===== src/rtl/matrix_stream_loader_pkg.sv =====
// ---------------------------------------------------------------------------
// matrix_loader_pkg
// Shared definitions for the matrix stream loader:
//   - state_t     : loader FSM states
//   - CTRL_*      : beat kinds carried on in_ctrl
//   - ERR_*       : values reported on err_code
//   - DEF_*       : default element width and maximum matrix dimension
// ---------------------------------------------------------------------------
package matrix_loader_pkg;

  localparam int DEF_ELEM_W  = 8;
  localparam int DEF_MAX_DIM = 4;

  typedef enum logic [2:0] {
    ST_IDLE   = 3'd0,
    ST_HDR    = 3'd1,
    ST_LOAD_A = 3'd2,
    ST_LOAD_B = 3'd3,
    ST_HOLD   = 3'd4,
    ST_ERR    = 3'd5
  } state_t;

  localparam logic [1:0] CTRL_DATA = 2'd0;
  localparam logic [1:0] CTRL_HDR  = 2'd1;
  localparam logic [1:0] CTRL_CLR  = 2'd2;
  localparam logic [1:0] CTRL_RSVD = 2'd3;

  localparam logic [1:0] ERR_NONE  = 2'd0;
  localparam logic [1:0] ERR_DIM   = 2'd1;
  localparam logic [1:0] ERR_SHAPE = 2'd2;
  localparam logic [1:0] ERR_SEQ   = 2'd3;

endpackage


===== src/rtl/matrix_stream_loader.sv =====
// ---------------------------------------------------------------------------
// matrix_stream_loader
// Accepts a ready/valid beat stream: a 4-beat dimension header (R1, C1, R2,
// C2) followed by matrix A (R1 x C1) and matrix B (R2 x C2), both row-major.
// Elements are packed into flat MAX_DIM x MAX_DIM buffers (slot
// row*MAX_DIM+col), unused slots zero, and handed to the multiplier with a
// mat_valid/mat_ready handshake. Malformed streams raise a sticky error that
// only a CLR beat removes.
//
// Ports:
//   CLK, RST_N         clock, asynchronous active-low reset
//   in_data            header value or matrix element
//   in_ctrl            beat kind (DATA / HDR / CLR / reserved)
//   in_valid, in_ready input handshake; in_ready depends on state only
//   mat_a, mat_b       packed matrices, slot k = [k*ELEM_W +: ELEM_W]
//   r1, c1, r2, c2     latched dimensions
//   mat_valid          matrices complete and stable
//   mat_ready          multiplier takes the matrices
//   err, err_code      sticky error flag and cause (NONE/DIM/SHAPE/SEQ)
// ---------------------------------------------------------------------------
module matrix_stream_loader
  import matrix_loader_pkg::*;
#(
  parameter int ELEM_W  = DEF_ELEM_W,
  parameter int MAX_DIM = DEF_MAX_DIM,
  parameter int DIM_W   = $clog2(MAX_DIM + 1)
) (
  input  logic                              CLK,
  input  logic                              RST_N,
  input  logic [ELEM_W-1:0]                 in_data,
  input  logic [1:0]                        in_ctrl,
  input  logic                              in_valid,
  output logic                              in_ready,
  output logic [MAX_DIM*MAX_DIM*ELEM_W-1:0] mat_a,
  output logic [MAX_DIM*MAX_DIM*ELEM_W-1:0] mat_b,
  output logic [DIM_W-1:0]                  r1,
  output logic [DIM_W-1:0]                  c1,
  output logic [DIM_W-1:0]                  r2,
  output logic [DIM_W-1:0]                  c2,
  output logic                              mat_valid,
  input  logic                              mat_ready,
  output logic                              err,
  output logic [1:0]                        err_code
);

  localparam int NSLOT = MAX_DIM * MAX_DIM;
  // MAX_DIM >= 2 guarantees at least 4 slots, so IDX_W >= 2.
  localparam int IDX_W = $clog2(NSLOT);
  localparam logic [DIM_W-1:0] MAX_D = DIM_W'(MAX_DIM);
  localparam logic [DIM_W-1:0] ONE_D = DIM_W'(1);

  state_t           state;
  logic [1:0]       hdr_cnt;    // header beats already taken (1..3 while in HDR)
  logic [DIM_W-1:0] row;
  logic [DIM_W-1:0] col;
  logic             hdr_ovf;    // R1 beat had bits above DIM_W; reported at header end

  logic             accept;
  logic [DIM_W-1:0] beat_dim;
  logic             beat_hi;
  logic             hdr_dim_err;
  logic             hdr_shape_err;
  logic [IDX_W-1:0] wr_idx;
  logic             a_col_end;
  logic             a_last;
  logic             b_col_end;
  logic             b_last;
  logic             raise;
  logic [1:0]       raise_code;

  function automatic logic dim_bad(input logic [DIM_W-1:0] d);
    return (d == '0) || (d > MAX_D);
  endfunction

  // MAX_DIM is a constant, so the multiply reduces to wiring when it is a
  // power of two and to a small constant adder tree otherwise.
  function automatic logic [IDX_W-1:0] slot_idx(input logic [DIM_W-1:0] r,
                                                input logic [DIM_W-1:0] c);
    return IDX_W'(r) * IDX_W'(MAX_DIM) + IDX_W'(c);
  endfunction

  assign accept   = in_valid & in_ready;
  assign beat_dim = in_data[DIM_W-1:0];
  assign beat_hi  = (in_data >> DIM_W) != '0;

  // Evaluated on the 4th header beat: R1/C1/R2 are latched, C2 is on the bus.
  assign hdr_dim_err = hdr_ovf | beat_hi | dim_bad(r1) | dim_bad(c1) |
                       dim_bad(r2) | dim_bad(beat_dim);
  assign hdr_shape_err = (c1 != r2);

  assign wr_idx    = slot_idx(row, col);
  assign a_col_end = (col == c1 - ONE_D);
  assign a_last    = a_col_end && (row == r1 - ONE_D);
  assign b_col_end = (col == c2 - ONE_D);
  assign b_last    = b_col_end && (row == r2 - ONE_D);

  // Error decode for the beat being accepted this cycle. CLR always wins and
  // the ERR state swallows everything else, so neither can raise here.
  always_comb begin
    raise      = 1'b0;
    raise_code = ERR_NONE;
    if (accept && (in_ctrl != CTRL_CLR) && (state != ST_ERR) && (state != ST_HOLD)) begin
      if (in_ctrl == CTRL_RSVD) begin
        raise      = 1'b1;
        raise_code = ERR_SEQ;
      end else begin
        case (state)
          ST_IDLE: begin
            if (in_ctrl == CTRL_DATA) begin
              raise      = 1'b1;
              raise_code = ERR_SEQ;
            end
          end
          ST_HDR: begin
            if (in_ctrl == CTRL_DATA) begin
              raise      = 1'b1;
              raise_code = ERR_SEQ;
            end else if (hdr_cnt == 2'd3) begin
              if (hdr_dim_err) begin
                raise      = 1'b1;
                raise_code = ERR_DIM;
              end else if (hdr_shape_err) begin
                raise      = 1'b1;
                raise_code = ERR_SHAPE;
              end
            end else if (beat_hi) begin
              raise      = 1'b1;
              raise_code = ERR_DIM;
            end
          end
          ST_LOAD_A, ST_LOAD_B: begin
            if (in_ctrl == CTRL_HDR) begin
              raise      = 1'b1;
              raise_code = ERR_SEQ;
            end
          end
          default: ;
        endcase
      end
    end
  end

  always_ff @(posedge CLK or negedge RST_N) begin
    if (!RST_N) begin
      state     <= ST_IDLE;
      hdr_cnt   <= '0;
      hdr_ovf   <= 1'b0;
      row       <= '0;
      col       <= '0;
      mat_a     <= '0;
      mat_b     <= '0;
      r1        <= '0;
      c1        <= '0;
      r2        <= '0;
      c2        <= '0;
      err       <= 1'b0;
      err_code  <= ERR_NONE;
      mat_valid <= 1'b0;
      in_ready  <= 1'b1;
    end else if (state == ST_HOLD) begin
      // Nothing is accepted while holding; only the multiplier releases us.
      if (mat_ready) begin
        state     <= ST_IDLE;
        mat_valid <= 1'b0;
        in_ready  <= 1'b1;
      end
    end else if (accept) begin
      // Dimension fields follow the header beats even when the header is
      // later rejected, so the offending values stay visible on r1..c2.
      if (in_ctrl == CTRL_HDR) begin
        if (state == ST_IDLE) begin
          r1      <= beat_dim;
          hdr_ovf <= beat_hi;
        end else if (state == ST_HDR) begin
          case (hdr_cnt)
            2'd1:    c1 <= beat_dim;
            2'd2:    r2 <= beat_dim;
            default: c2 <= beat_dim;
          endcase
        end
      end

      if (in_ctrl == CTRL_CLR) begin
        state    <= ST_IDLE;
        err      <= 1'b0;
        err_code <= ERR_NONE;
        hdr_cnt  <= '0;
        hdr_ovf  <= 1'b0;
        row      <= '0;
        col      <= '0;
      end else if (raise) begin
        state    <= ST_ERR;
        err      <= 1'b1;
        err_code <= raise_code;
      end else begin
        // Without a raise, IDLE/HDR can only see HDR beats and LOAD_* only DATA.
        case (state)
          ST_IDLE: begin
            hdr_cnt <= 2'd1;
            state   <= ST_HDR;
          end
          ST_HDR: begin
            hdr_cnt <= hdr_cnt + 2'd1;
            if (hdr_cnt == 2'd3) begin
              mat_a <= '0;
              mat_b <= '0;
              row   <= '0;
              col   <= '0;
              state <= ST_LOAD_A;
            end
          end
          ST_LOAD_A: begin
            mat_a[int'(wr_idx)*ELEM_W +: ELEM_W] <= in_data;
            if (a_last) begin
              row   <= '0;
              col   <= '0;
              state <= ST_LOAD_B;
            end else if (a_col_end) begin
              col <= '0;
              row <= row + ONE_D;
            end else begin
              col <= col + ONE_D;
            end
          end
          ST_LOAD_B: begin
            mat_b[int'(wr_idx)*ELEM_W +: ELEM_W] <= in_data;
            if (b_last) begin
              row       <= '0;
              col       <= '0;
              state     <= ST_HOLD;
              mat_valid <= 1'b1;
              in_ready  <= 1'b0;
            end else if (b_col_end) begin
              col <= '0;
              row <= row + ONE_D;
            end else begin
              col <= col + ONE_D;
            end
          end
          default: ;  // ERR: beat dropped
        endcase
      end
    end
  end

endmodule


===== config.mk =====
export PLATFORM = sky130hd
export DESIGN_NAME = matrix_stream_loader
export DESIGN_NICKNAME = d
export VERILOG_FILES = /design/src/rtl/matrix_stream_loader_pkg.sv /design/src/rtl/matrix_stream_loader.sv
export SDC_FILE = /design/constraint.sdc
export NUM_CORES = 1
export LEC_CHECK = 0
export BUFFER_PORTS_ARGS = -buffer_cell sky130_fd_sc_hd__clkbuf_2
export CAP_MARGIN = 20
export CORE_UTILIZATION = 50
export DETAILED_ROUTE_END_ITERATION = 12
export PLACE_DENSITY = 0.75
export SYNTH_ARGS = -nofsm -noshare
export SYNTH_HDL_FRONTEND = slang
export SYNTH_SLANG_ARGS = --single-unit
export TNS_END_PERCENT = 100

===== constraint.sdc =====
create_clock -name CLK -period 4.6 [get_ports CLK]
set_input_delay 0.23 -clock CLK [delete_from_list [all_inputs] [get_ports CLK]]
set_output_delay 0.23 -clock CLK [all_outputs]
set_load 0.005 [all_outputs]

== After elaboration in Yosys (flattened, before gate mapping) ==
Cells that the tools add are included.
W data, S select, Z words.

* Bits in registers: 285
* Input bits: 14
* Output and inout bits: 273

* Add/sub/neg operators: 9
* $lt $le $gt $ge: 4
* Eq/ne operators: 29
* Shifts and indexed selects: 2
* Multiplexer cells: 73
* Bitwise operators: 11
* Reduce and logical (&&, ||, !) cells: 42

{| class="wikitable"
|+ Operator list
! kind !! number
|-
| $pmux W128 S2 || 2
|-
| $bwmux W128 || 2
|-
| $mux W128 || 1
|-
| $shift A8 B33 Y128 const A || 1
|-
| $shiftx A8 B33 Y128 || 1
|-
| $mux W3 || 21
|-
| $reduce_and A6 Y1 || 7
|-
| $neg A7 Y33 || 1
|-
| $mux W1 || 29
|-
| $mux W2 || 12
|-
| $pmux W3 S3 || 2
|-
| $reduce_bool A2 Y1 || 8
|-
| $logic_not A3 Y1 || 5
|-
| $eq A3 B3 Y1 || 4
|-
| $gt A3 B3 Y1 const B || 4
|-
| $pmux W3 S4 || 1
|-
| $reduce_and A4 Y1 || 3
|-
| $sub A3 B1 Y3 const B || 4
|-
| $ne A5 B5 Y1 const B || 2
|-
| $eq A2 B2 Y1 const B || 4
|-
| $ne A2 B2 Y1 const B || 4
|-
| $ne A4 B4 Y1 const B || 2
|-
| $reduce_bool A8 Y1 || 1
|-
| $reduce_and A7 Y1 || 1
|-
| 27 further kinds || 48
|}

== Longest topological paths before layout ==
Gate-level depths: netlist of the first run.

* Depth after elaboration: 16
* Gate-level depth with buffers: 10
* Depth with buffers taken out: 9

== Least setup slack after synthesis of the first run ==
No wires, ideal clock.

* Path type: register -> register
* From: reg row[0]
* To: reg mat_b[10]
* Setup time: 0.127 ns
* Arrival time: 2.503 ns
* Required time: 4.473 ns
* Setup slack: 1.970 ns
* Stages on the path, launching flop included: 11
* Clock period less this slack: 2.630 ns
* Cell sequence: dfrtp_1 ha_1 xnor2_1 ha_1 clkbuf_1 nand3_1 clkbuf_1 a21oi_1 o211ai_1 nand2_1 o21ai_0

* Word-level cells in the longest chain between the ends: 5
* Elaborated cells between the ends (all ways): 6
* Classes of those cells: 2 x add/sub; 2 x shift; 2 x mux

{| class="wikitable"
|+ RTL lines
! element !! RTL line !! source
|-
| start, declared || matrix_stream_loader.sv:54 || <nowiki>logic [DIM_W-1:0] row;</nowiki>
|-
| start signal, assigned || matrix_stream_loader.sv:220 || <nowiki>row <= row + ONE_D;</nowiki>
|-
| start signal, assigned || matrix_stream_loader.sv:235 || <nowiki>row <= row + ONE_D;</nowiki>
|-
| $add A4 B3 Y4 (*) || matrix_stream_loader.sv:79 || <nowiki>return IDX_W'(r) * IDX_W'(MAX_DIM) + IDX_W'(c);</nowiki>
|-
| $neg A7 Y33 (*) || matrix_stream_loader.sv:226 || <nowiki>mat_b[int'(wr_idx)*ELEM_W +: ELEM_W] <= in_data;</nowiki>
|-
| $shiftx A8 B33 Y128 / $shift A8 B33 Y128 (equally long branches) || matrix_stream_loader.sv:226 ||
|-
| $bwmux W128 (*) || matrix_stream_loader.sv:226 ||
|-
| $pmux W128 S2 (*) || matrix_stream_loader.sv:197 || <nowiki>case (state)</nowiki>
|-
| end signal, assigned by index || matrix_stream_loader.sv:226 ||
|-
| end, declared || matrix_stream_loader.sv:35 || <nowiki>output logic [MAX_DIM*MAX_DIM*ELEM_W-1:0] mat_b,</nowiki>
|}

Mark *: on every way between the ends. The rest lies on a longest branch, timed or not.
A chain may end at the register's enable or synchronous reset.

== Final worst setup path of the first run ==
* From: reg r2[0]
* To: reg mat_a[34]

* Word-level cells in the longest chain between the ends: 12
* Elaborated cells between the ends (all ways): 15
* Classes of those cells: 1 x order compare; 1 x eq/ne; 7 x mux; 3 x bitwise; 3 x reduce/logical

{| class="wikitable"
|+ RTL lines
! element !! RTL line !! source
|-
| start, declared || matrix_stream_loader.sv:38 || <nowiki>output logic [DIM_W-1:0] r2,</nowiki>
|-
| start signal, assigned || matrix_stream_loader.sv:177 || <nowiki>2'd2: r2 <= beat_dim;</nowiki>
|-
| $gt A3 B3 Y1 / $logic_not A3 Y1 (equally long branches) || matrix_stream_loader.sv:72 || <nowiki>return (d == '0) || (d > MAX_D);</nowiki>
|-
| $logic_or A1 B1 Y1 || matrix_stream_loader.sv:72 ||
|-
| $or A1 B1 Y1 || matrix_stream_loader.sv:87 || <nowiki>assign hdr_dim_err = hdr_ovf | beat_hi | dim_bad(r1) | dim_bad(c1) |</nowiki>
|-
| $or A1 B1 Y1 || matrix_stream_loader.sv:88 || <nowiki>dim_bad(r2) | dim_bad(beat_dim);</nowiki>
|-
| $mux W1 (*) || matrix_stream_loader.sv:119 || <nowiki>if (hdr_dim_err) begin</nowiki>
|-
| $mux W1 (*) || matrix_stream_loader.sv:118 || <nowiki>end else if (hdr_cnt == 2'd3) begin</nowiki>
|-
| $mux W1 (*) || matrix_stream_loader.sv:115 || <nowiki>if (in_ctrl == CTRL_DATA) begin</nowiki>
|-
| $pmux W1 S3 (*) || matrix_stream_loader.sv:107 || <nowiki>case (state)</nowiki>
|-
| $mux W1 (*) || matrix_stream_loader.sv:103 || <nowiki>if (in_ctrl == CTRL_RSVD) begin</nowiki>
|-
| $mux W1 (*) || matrix_stream_loader.sv:102 || <nowiki>if (accept && (in_ctrl != CTRL_CLR) && (state != ST_ERR) && (state != ST_HOLD)) begin</nowiki>
|-
| $not A1 Y1 (no source line) (*) || -- ||
|-
| $reduce_and A6 Y1 (no source line) (*) || -- ||
|-
| end signal, assigned by index || matrix_stream_loader.sv:213 || <nowiki>mat_a[int'(wr_idx)*ELEM_W +: ELEM_W] <= in_data;</nowiki>
|-
| end, declared || matrix_stream_loader.sv:34 || <nowiki>output logic [MAX_DIM*MAX_DIM*ELEM_W-1:0] mat_a,</nowiki>
|}

Marks and branches as above.

==> results of run 1 <==
-- worst paths after layout --
path                       slack [ns]       from          to  depth (start not counted)
hold / removal                   0.07  mat_ready    in_ready                          3
min in group asynchronous        0.33      RST_N  mat_b[111]                          2
hold reg to reg                  0.48  mat_b[63]   mat_b[63]                          2
setup / recovery                 0.98      r2[0]   mat_a[34]                          8
setup reg to reg                 0.98      r2[0]   mat_a[34]                          8
max in group asynchronous        2.97      RST_N   mat_a[65]                          3
-- state kept, by name (all words and copies together) (netlist names) --
register / flops
row: 3
r2: 3
c1: 3
hdr_ovf: 1
hdr_cnt: 2
mat_b: 128
r1: 3
state: 3
in_ready: 1
err: 1
col: 3
err_code: 2
mat_a: 128
mat_valid: 1
c2: 3
-- worst reg2reg max path, cell delays in order (launching register included) --
cell      delay, ns
dfrtp_1        0.44
inv_1          0.09
ha_1           0.21
xor2_1         0.14
nor4_1         0.51
nand4b_1       0.37
nor3_4         0.94
o211ai_1       0.45
a22o_1         0.36
-- metal layers --
metal / wire length, µm / share of wire
met1: 15940 / 0.42
met5: 0 / 0
met4: 868 / 0.023
met2: 17230 / 0.46
met3: 3678 / 0.098
-- power by group --
group / internal (mW) / switching (mW) / total, mW
combinational: 0.471 / 0.861 / 1.33
clock: 1.28 / 0.982 / 2.26
sequential: 2.64 / 0.162 / 2.80
total: 4.38 / 2.00 / 6.39
-- cells by family (layout without fill, tap and decap cells) --
family	after synthesis	count (layout)	synth area share
multiplexers	7	7	0.006017
adder cells (fa/ha/maj)	22	22	0.02244
XOR/XNOR	23	23	0.02009
other	0	1	0
AND/OR/NAND/NOR	340	340	0.1243
buffers and inverters	101	399	0.03284
AO/OA/AOI/OAI	366	366	0.2129
flip-flops	285	285	0.5814
-- final cells by class --
cell class | instances | area (µm²) | area share
Sequential cell | 285 | 7133 | 0.4780
Multi-Input combinational cell | 758 | 4736 | 0.3174
Timing Repair Buffer | 300 | 1569 | 0.1051
Clock buffer | 38 | 799.5 | 0.05358
Tap cell | 319 | 399.1 | 0.02675
Inverter | 47 | 176.4 | 0.01182
Clock inverter | 14 | 106.4 | 0.007127
Antenna cell | 1 | 2.502 | 0.0001677
-- placed cells by master, fill, tap and decap left out, types with 5 or more instances in the layout --
cell,netlist,layout
clkbuf_2,0,285
dfrtp_1,284,284
nand2_1,212,212
o21ai_0,137,137
o2bb2ai_1,74,74
a22o_1,65,65
inv_1,46,46
nor2_1,33,33
clkbuf_16,0,29
or3_1,25,25
ha_1,22,22
nand3_1,18,18
a21oi_1,18,17
xnor2_1,16,16
nor3_1,15,15
o211ai_1,11,11
o21ai_1,10,10
buf_4,1,10
clkinv_2,0,9
o211ai_2,8,8
o31ai_1,7,7
o2111ai_1,6,6
and3_1,5,5
o21a_1,5,5
clkbuf_1,37,5
-- metrics by stage --
step	cell area [µm²]	util	setup WS [ns]	cells	power, mW
floorplan	12270	-	1.970	1144	3.690
global placement	13980	0.5886	1.199	1706	4.116
detailed placement	13980	0.5886	1.072	1706	4.149
CTS	14900	0.6272	1.015	1759	6.390
global route	14920	0.6281	0.7822	1761	6.678
finish	14920	0.6282	0.9785	1762	6.385
-- synth_stat cells (all sizes together), types with 2 or more instances --
library cell / instances
dfrtp: 284
a22o: 65
nand2: 212
xor2: 4
nor2: 33
mux2: 3
or3: 25
or2: 2
xnor2: 16
o21ai: 148
and3: 5
a2111o: 2
o32ai: 2
and2: 2
o2111ai: 6
clkbuf: 37
xor3: 3
nand2b: 4
nor3: 18
a211oi: 2
nand3: 18
ha: 22
o21a: 5
or4: 5
a21oi: 18
o2bb2ai: 74
inv: 46
o211ai: 20
nor4: 2
nor2b: 3
nand4: 4
mux2i: 4
buf: 17
a31o: 3
a31oi: 3
o31ai: 7
-- what timing repair did --
action | 4_1_cts | 5_1_grt
endpoints found under the hold margin | 122 | 0
resized for setup | 0 | 0
hold buffers | 1 | 0
buffers inserted | 0 | 0
==> flow_summary.yaml, run 1 <==
critical_path:
  slowest_stage: "nor3_4"
  cp_cell_sequence: "inv_1 > ha_1 > xor2_1 > nor4_1 > nand4b_1 > nor3_4 > o211ai_1 > a22o_1"
  worst_ep_arrival_time_ns: 4.05
  cp_max_fo: 17
  critical-path-max-stage-delay_ns: 0.94
  startpoint_type: "register"
  endpoint_kind: "register"
  critPathKind: "register to register"
  crit_family: "simple AND/OR/NAND/NOR gates"
  worstPathRequired_ns: 5.03
  cp_num_buf_inv: 1
sta:
  final.period_utilization: 0.7873
  setup_viol: 0
  finalClockSkew_ns: 0.01054
  slew_headroom: 0.3069
  finalSetupTns_ns: 0
  drv_slew: 0
  final_hold_viol_count: 0
  tightest_slew_ns: 1.036
  rsz0062_at_grt: "no"
  holdWs_ns: 0.06912
  fin_crit_ns: 3.621
  max_freq_mhz: 276.1
clocking:
  h-tree-depth: 1
  clk_pin_slew_ns: 0.07
  cts_tree: "built"
  clkLatencyLatePin_ns: 0.54
  cts.sinks: 285
  clockBufferDepth: 3
  cts.root.buffer_cell: "clkbuf_16"
  cts_buffers: 28
synth:
  synth_edf_count: 0
  synth.distinct_cells: 67
  yosys_warnings: 0
  synthFlopType: "dfrtp_1"
  synth_area_leaders: "dfrtp_1 58%, nand2_1 6.5%, o21ai_0 5.6%"
  synth.cell_area_um2: 12270
  syn_inst: 1144
  syn-num-nets: 1180
  synthArstFlopShare: 1.000
  avgSynthCellArea_um2: 10.72
  yosys.area.top_type_share: 0.5793
  ys_ff_latch: 285
  yosysSeqAreaShare: 0.5814
  yosysTopAreaCell: "dfrtp_1"
floorplan:
  ios: 287
  core_um2: 23750
  fp.dieW_um: 158.6
  row_count: 56
  initial_core_util: 0.5165
  dieArea_um2: 25170
  die_y_um: 158.6
route:
  drt_wl_total_um: 37720
  num_vias: 10390
  route.detailed.drc: 0
  drt.antenna.violating_nets: 0
  first_pass_iters: 5
  vias_per_cell: 5.897
  wl_per_cell_um: 21.41
  drtIter0Drc: 814
grt:
  grt_use_total: 0.3028
  gr-usage-met2: 0.4795
  overflow: 0
  antenna_found_initial: 1
  grt_pass1_wl_um: 57890
  met3_usage: 0.07757
  grt-busiest-layer: "met2"
  grt_pass1_vias: 10090
  grt_max_degree: 126
  met1_usage: 0.4077
cells_and_area:
  syn2layout_area_growth_pct: 21.63
  drive_above_1_share: 0.2601
  fillers: 1907
  nNetsFinal: 1456
placed_design:
  dp_hpwl_um: 26400
  port_buffers: 286
  gp_congestion: 0.9011
run_status:
  outcome: "completed"
pwr:
  ir_worst_vdd_mv: 0.2157
  powerDensity_nw_per_um2: 427.9
  p_leak_nw: 7.260
hold_path:
  min_path_type: "input pin to register"
flow_run:
  maxCapViolCount: 0
Power figures use the tool's default switching activity.
==> inputs of run 2 (changes only) <==
Settings changed: CORE_UTILIZATION 50 to 49, PLACE_DENSITY 0.75 to 0.77.
Clock period 4.6 ns to 3.1 ns, I/O delays scaled along.
==> run 2 against run 1 <==
Net effect: register-to-register slack got worse by 0.74 ns; combinational power up 60%; global-route usage down 0.74 points; hold slack better by 0.027 ns; sequential share of layout area decreased by 1.1 points; clock-buffer cell count increased by 6; routed wire length rose by 0.41%; sequential power is 48% higher; critical path type unchanged.
==> flow_summary.yaml, run 2 (same netlist as run 1, synthesis figures left out) <==
clocking:
  cts_buffers: 29
  cts.root.buffer_cell: "clkbuf_16"
  cts_tree: "built"
  cts_setup_buffers: 0
  clockBufferDepth: 3
  clkLatencyLatePin_ns: 0.54
  clk_pin_slew_ns: 0.06
  h-tree-depth: 1
  cts.sinks: 285
grt:
  grt_pass1_wl_um: 59290
  antenna_found_initial: 0
  grt_use_total: 0.2954
  grt_max_degree: 110
  overflow: 0
  grt_pass1_vias: 10220
cells_and_area:
  syn2layout_area_growth_pct: 24.51
  diodes: 0
  fillers: 1989
  nNetsFinal: 1498
  final_common_cell: "clkbuf_2"
  drive_above_1_share: 0.2792
  top_regs: "mat_a (128), mat_b (128)"
  final_area_um2: 15270
  final_cell_mix: "285 x clkbuf_2, 284 x dfrtp_1, 212 x nand2_1, 137 x o21ai_0, 74 x o2bb2ai_1"
placed_design:
  dp_hpwl_um: 26940
  gp_congestion: 0.9155
  port_buffers: 286
  placed_cell_area_um2: 14300
critical_path:
  startpoint_type: "register"
  worstPathRequired_ns: 3.53
  endpoint_kind: "register"
  worst_ep_arrival_time_ns: 3.28
  cp_max_fo: 8
  critPathKind: "register to register"
route:
  drt.antenna.violating_nets: 0
  route.detailed.drc: 0
  drtIter0Drc: 1137
  wl_per_cell_um: 20.96
  first_pass_iters: 8
  num_vias: 10650
  vias_per_cell: 5.893
  drt_wl_total_um: 37880
sta:
  slew_headroom: 0.3594
  tightest_slew_ns: 0.9536
  finalClockSkew_ns: 0.006838
  final_hold_viol_count: 0
  finalSetupTns_ns: 0
  rsz0062_at_grt: "no"
  final.period_utilization: 0.9214
  max_freq_mhz: 350.1
  fin_crit_ns: 2.856
  drv_slew: 0
  setup_viol: 0
pwr:
  p_leak_nw: 7.467
  ir_worst_vdd_mv: 0.3902
  powerDensity_nw_per_um2: 636.3
run_status:
  outcome: "completed"
floorplan:
  row_count: 57
  core_um2: 24460
  initial_core_util: 0.5015
  ios: 287
  fp.dieW_um: 160.2
  die_y_um: 160.2
  dieArea_um2: 25670
flow_run:
  maxCapViolCount: 0
hold_path:
  min_path_type: "input pin to register"
run 2: path summary, 6_finish.rpt:
path / start / to / slack [ns] / cells after the start
setup / recovery: row[0] / mat_b[71] / 0.24 / 8
hold / removal: in_data[4] / mat_a[28] / 0.1 / 2
setup reg to reg: row[0] / mat_b[71] / 0.24 / 8
hold reg to reg: mat_b[31] / mat_b[31] / 0.48 / 2
max in group asynchronous: RST_N / mat_a[66] / 1.87 / 3
min in group asynchronous: RST_N / mat_b[73] / 0.26 / 2
run 2: power breakdown:
| group | switching [mW] | leakage (nW) | total [mW] | internal (mW) |
|---|---|---|---|---|
| Combinational | 1.34 | 3.07 | 2.13 | 0.792 |
| Sequential | 0.229 | 3.94 | 4.14 | 3.91 |
| Clock | 1.42 | 0.460 | 3.45 | 2.03 |
run 2: per-stage QoR:
step | hold slack [ns] | instances | total power [mW] | setup WS [ns] | util
after global routing | 0.07563 | 1807 | 10.16 | 0.02279 | 0.6244
final | 0.09564 | 1807 | 9.719 | 0.2435 | 0.6244
after CTS | 0.06265 | 1807 | 9.728 | 0.1820 | 0.6239
after detailed placement | 0.2704 | 1753 | 6.296 | 0.2016 | 0.5847
after floorplan | -0.1406 | 1144 | 5.476 | 0.4700 | -
after global placement | 0.2619 | 1753 | 6.245 | 0.2815 | 0.5847
run 2: area by class of cell:
cell class | instances | area [µm²] | share of cell area
repair buffers | 341 | 1872 | 0.1225
inverters | 47 | 176.4 | 0.01155
multi-input cells | 758 | 4750 | 0.3109
clock inverters | 8 | 96.34 | 0.006307
clock buffers | 44 | 842.1 | 0.05513
flip-flops and latches | 285 | 7133 | 0.4670
well taps | 324 | 405.4 | 0.02654
run 2: what timing repair did:
item,in CTS,in global routing
hold endpoints to repair,104,0
hold buffers,2,0
gates resized for setup,0,3
setup endpoints to repair,0,28
run 2: layer usage:
layer | global-route usage | routed length [µm] | vias to the layer above
met5 | 0 | 0 | -
met4 | 0.08528 | 1049 | 0
met1 | 0.4226 | 16150 | 5249
met2 | 0.4591 | 17220 | 588
met3 | 0.05688 | 3452 | 67
li1 | - | - | 4744
run 2: worst max-delay path: stages, from the launching register on:
cell,delay [ns]
dfrtp_1,0.46
ha_1,0.46
nor3_2,0.08
ha_1,0.23
a2111oi_2,0.41
nand3_1,0.32
nand2_1,0.14
nand3_1,0.29
a22o_1,0.34
==> inputs of run 3 (changes only) <==
Settings changed: CORE_ASPECT_RATIO set to 1.25.
==> run 3 against run 2 <==
Net effect: cell count up 0.22%; register-to-register slack worse by 0.10 ns; hold slack worse by 0.041 ns; first-iteration DRC count down 47%; via count down 0.54%; clock skew up 0.0076 ns; critical path depth down 2; sequential share of layout area down 0.061 points; clock-buffer cell count down 5; sequential power about the same; clock power down 2%; maximum frequency down 3.4%; critical endpoint is now mat_a[89]; largest cell class unchanged.
==> flow_summary.yaml, run 3 (same netlist as run 1, synthesis figures left out) <==
run_status:
  outcome: "completed"
floorplan:
  die_y_um: 178.9
  fp.dieW_um: 143.5
  ios: 287
  initial_core_util: 0.5007
  dieArea_um2: 25680
  core_um2: 24500
  row_count: 64
grt:
  grt_max_degree: 90
  grt_pass1_vias: 10340
  grt_pass1_wl_um: 58290
  overflow: 0
  antenna_found_initial: 0
  grt_use_total: 0.2977
sta:
  rsz0062_at_grt: "no"
  final.period_utilization: 0.9536
  fin_crit_ns: 2.956
  finalSetupTns_ns: 0
  worst_slack_ns: 0.1438
  drv_slew: 0
  setup_viol: 0
  finalClockSkew_ns: 0.01446
  slew_headroom: 0.4298
  final_hold_viol_count: 0
  max_freq_mhz: 338.3
  tightest_slew_ns: 0.8545
critical_path:
  cp_max_fo: 14
  slowest_stage: "dfrtp_1"
  worst_ep_arrival_time_ns: 3.43
  worstPathRequired_ns: 3.57
  cpMostUsedCell: "nor2_1"
  cp_cell_sequence: "nor2_1 > a21oi_1 > nand4_1 > or3_1 > nor2_1 > a22o_1"
  startpoint: "state[0]"
  r2r_start: "state[0]"
  critical-path-max-stage-delay_ns: 0.68
  critPathKind: "register to register"
  startpoint_type: "register"
  endpoint_kind: "register"
  crit_family: "simple AND/OR/NAND/NOR gates"
  cp_num_buf_inv: 0
route:
  drt_wl_total_um: 38090
  first_pass_iters: 5
  num_vias: 10590
  vias_per_cell: 5.848
  drt.antenna.violating_nets: 0
  drtIter0Drc: 605
  wl_per_cell_um: 21.03
  route.detailed.drc: 0
placed_design:
  place_ws_ns: 0.04108
  port_buffers: 286
  gp_congestion: 0.9131
  dp_hpwl_um: 26770
clocking:
  cts_buffers: 26
  h-tree-depth: 1
  clkLatencyLatePin_ns: 0.54
  cts.sinks: 285
  clockBufferDepth: 3
  cts_tree: "built"
  cts.root.buffer_cell: "clkbuf_16"
  clk_pin_slew_ns: 0.07
cells_and_area:
  top_regs: "mat_a (128), mat_b (128)"
  final_cell_mix: "285 x clkbuf_2, 284 x dfrtp_1, 212 x nand2_1, 136 x o21ai_0, 74 x o2bb2ai_1"
  final_common_cell: "clkbuf_2"
  drive_above_1_share: 0.2822
  diodes: 0
  nNetsFinal: 1497
  syn2layout_area_growth_pct: 24.67
pwr:
  power_mw: 9.607
  ir_worst_vdd_mv: 0.3859
  p_leak_nw: 7.465
  powerDensity_nw_per_um2: 628.1
flow_run:
  maxCapViolCount: 0
hold_path:
  hp-start: "in_valid"
  min_path_type: "input pin to register"
run 3: cell count changes in the layout (fill, tap and decap cells not counted), moves of 2 or more:
cell / previous run / this run
clkbuf_16: 29 / 27
buf_12: 1 / 3
o2111ai_1: 6 / 4
clkbuf_1: 9 / 4
o2111ai_2: 0 / 2
clkbuf_8: 6 / 8
run 3: power by group:
group,leakage [nW],internal [mW],switching [mW]
clock,0.444,1.96,1.43
combinational,3.08,0.762,1.32
sequential,3.94,3.91,0.239
total,7.46,6.63,2.98
run 3: metal layers:
metal	up-vias	GRT usage	share of wire
li1	4742	-	-
met5	-	0	0
met2	506	0.4899	0.48
met3	115	0.05903	0.079
met1	5228	0.3824	0.40
met4	0	0.1290	0.043
run 3: worst register-to-register path, cell delays in order, from the launching register on:
cell and delay (ns):
dfrtp_1 0.68, nor2_1 0.25, a21oi_1 0.35, nand4_1 0.35
or3_1 0.56, nor2_1 0.47, a22o_1 0.24
run 3: layout make-up:
type	count	area [µm²]
Fill cell	2041	9209
Sequential cell	285	7133
Multi-Input combinational cell	758	4752
Timing Repair Buffer	343	1912
Clock buffer	39	800.8
Tap cell	330	412.9
Inverter	47	176.4
Clock inverter	9	107.6
run 3: final timing paths:
path	endpoint	slack, ns	cells after the start
worst min-delay path	err_code[0]	0.06	4
min in group asynchronous	r1[0]	0.23	2
max in group asynchronous	mat_b[29]	1.94	3
worst max-delay path	mat_a[89]	0.14	6
worst max register to register	mat_a[89]	0.14	6
worst min register to register	mat_b[76]	0.48	2
run 3: repair_timing:
| action | in CTS | in global routing |
|---|---|---|
| setup buffers | 0 | 4 |
| setup endpoints to repair | 0 | 76 |
| gates resized for setup | 0 | 5 |
| hold endpoints to repair | 83 | 0 |
| hold buffers | 2 | 0 |
run 3: stage by stage:
stage                     cell area, µm²  std cells  hold slack [ns]  utilization
after CTS                          15250       1807          0.04948       0.6223
after global routing               15290       1811           0.1013       0.6242
after floorplan                    12270       1144          -0.1406            -
final                              15290       1811          0.05514       0.6242
after detailed placement           14320       1757           0.2175       0.5844
after global placement             14320       1757           0.2124       0.5844
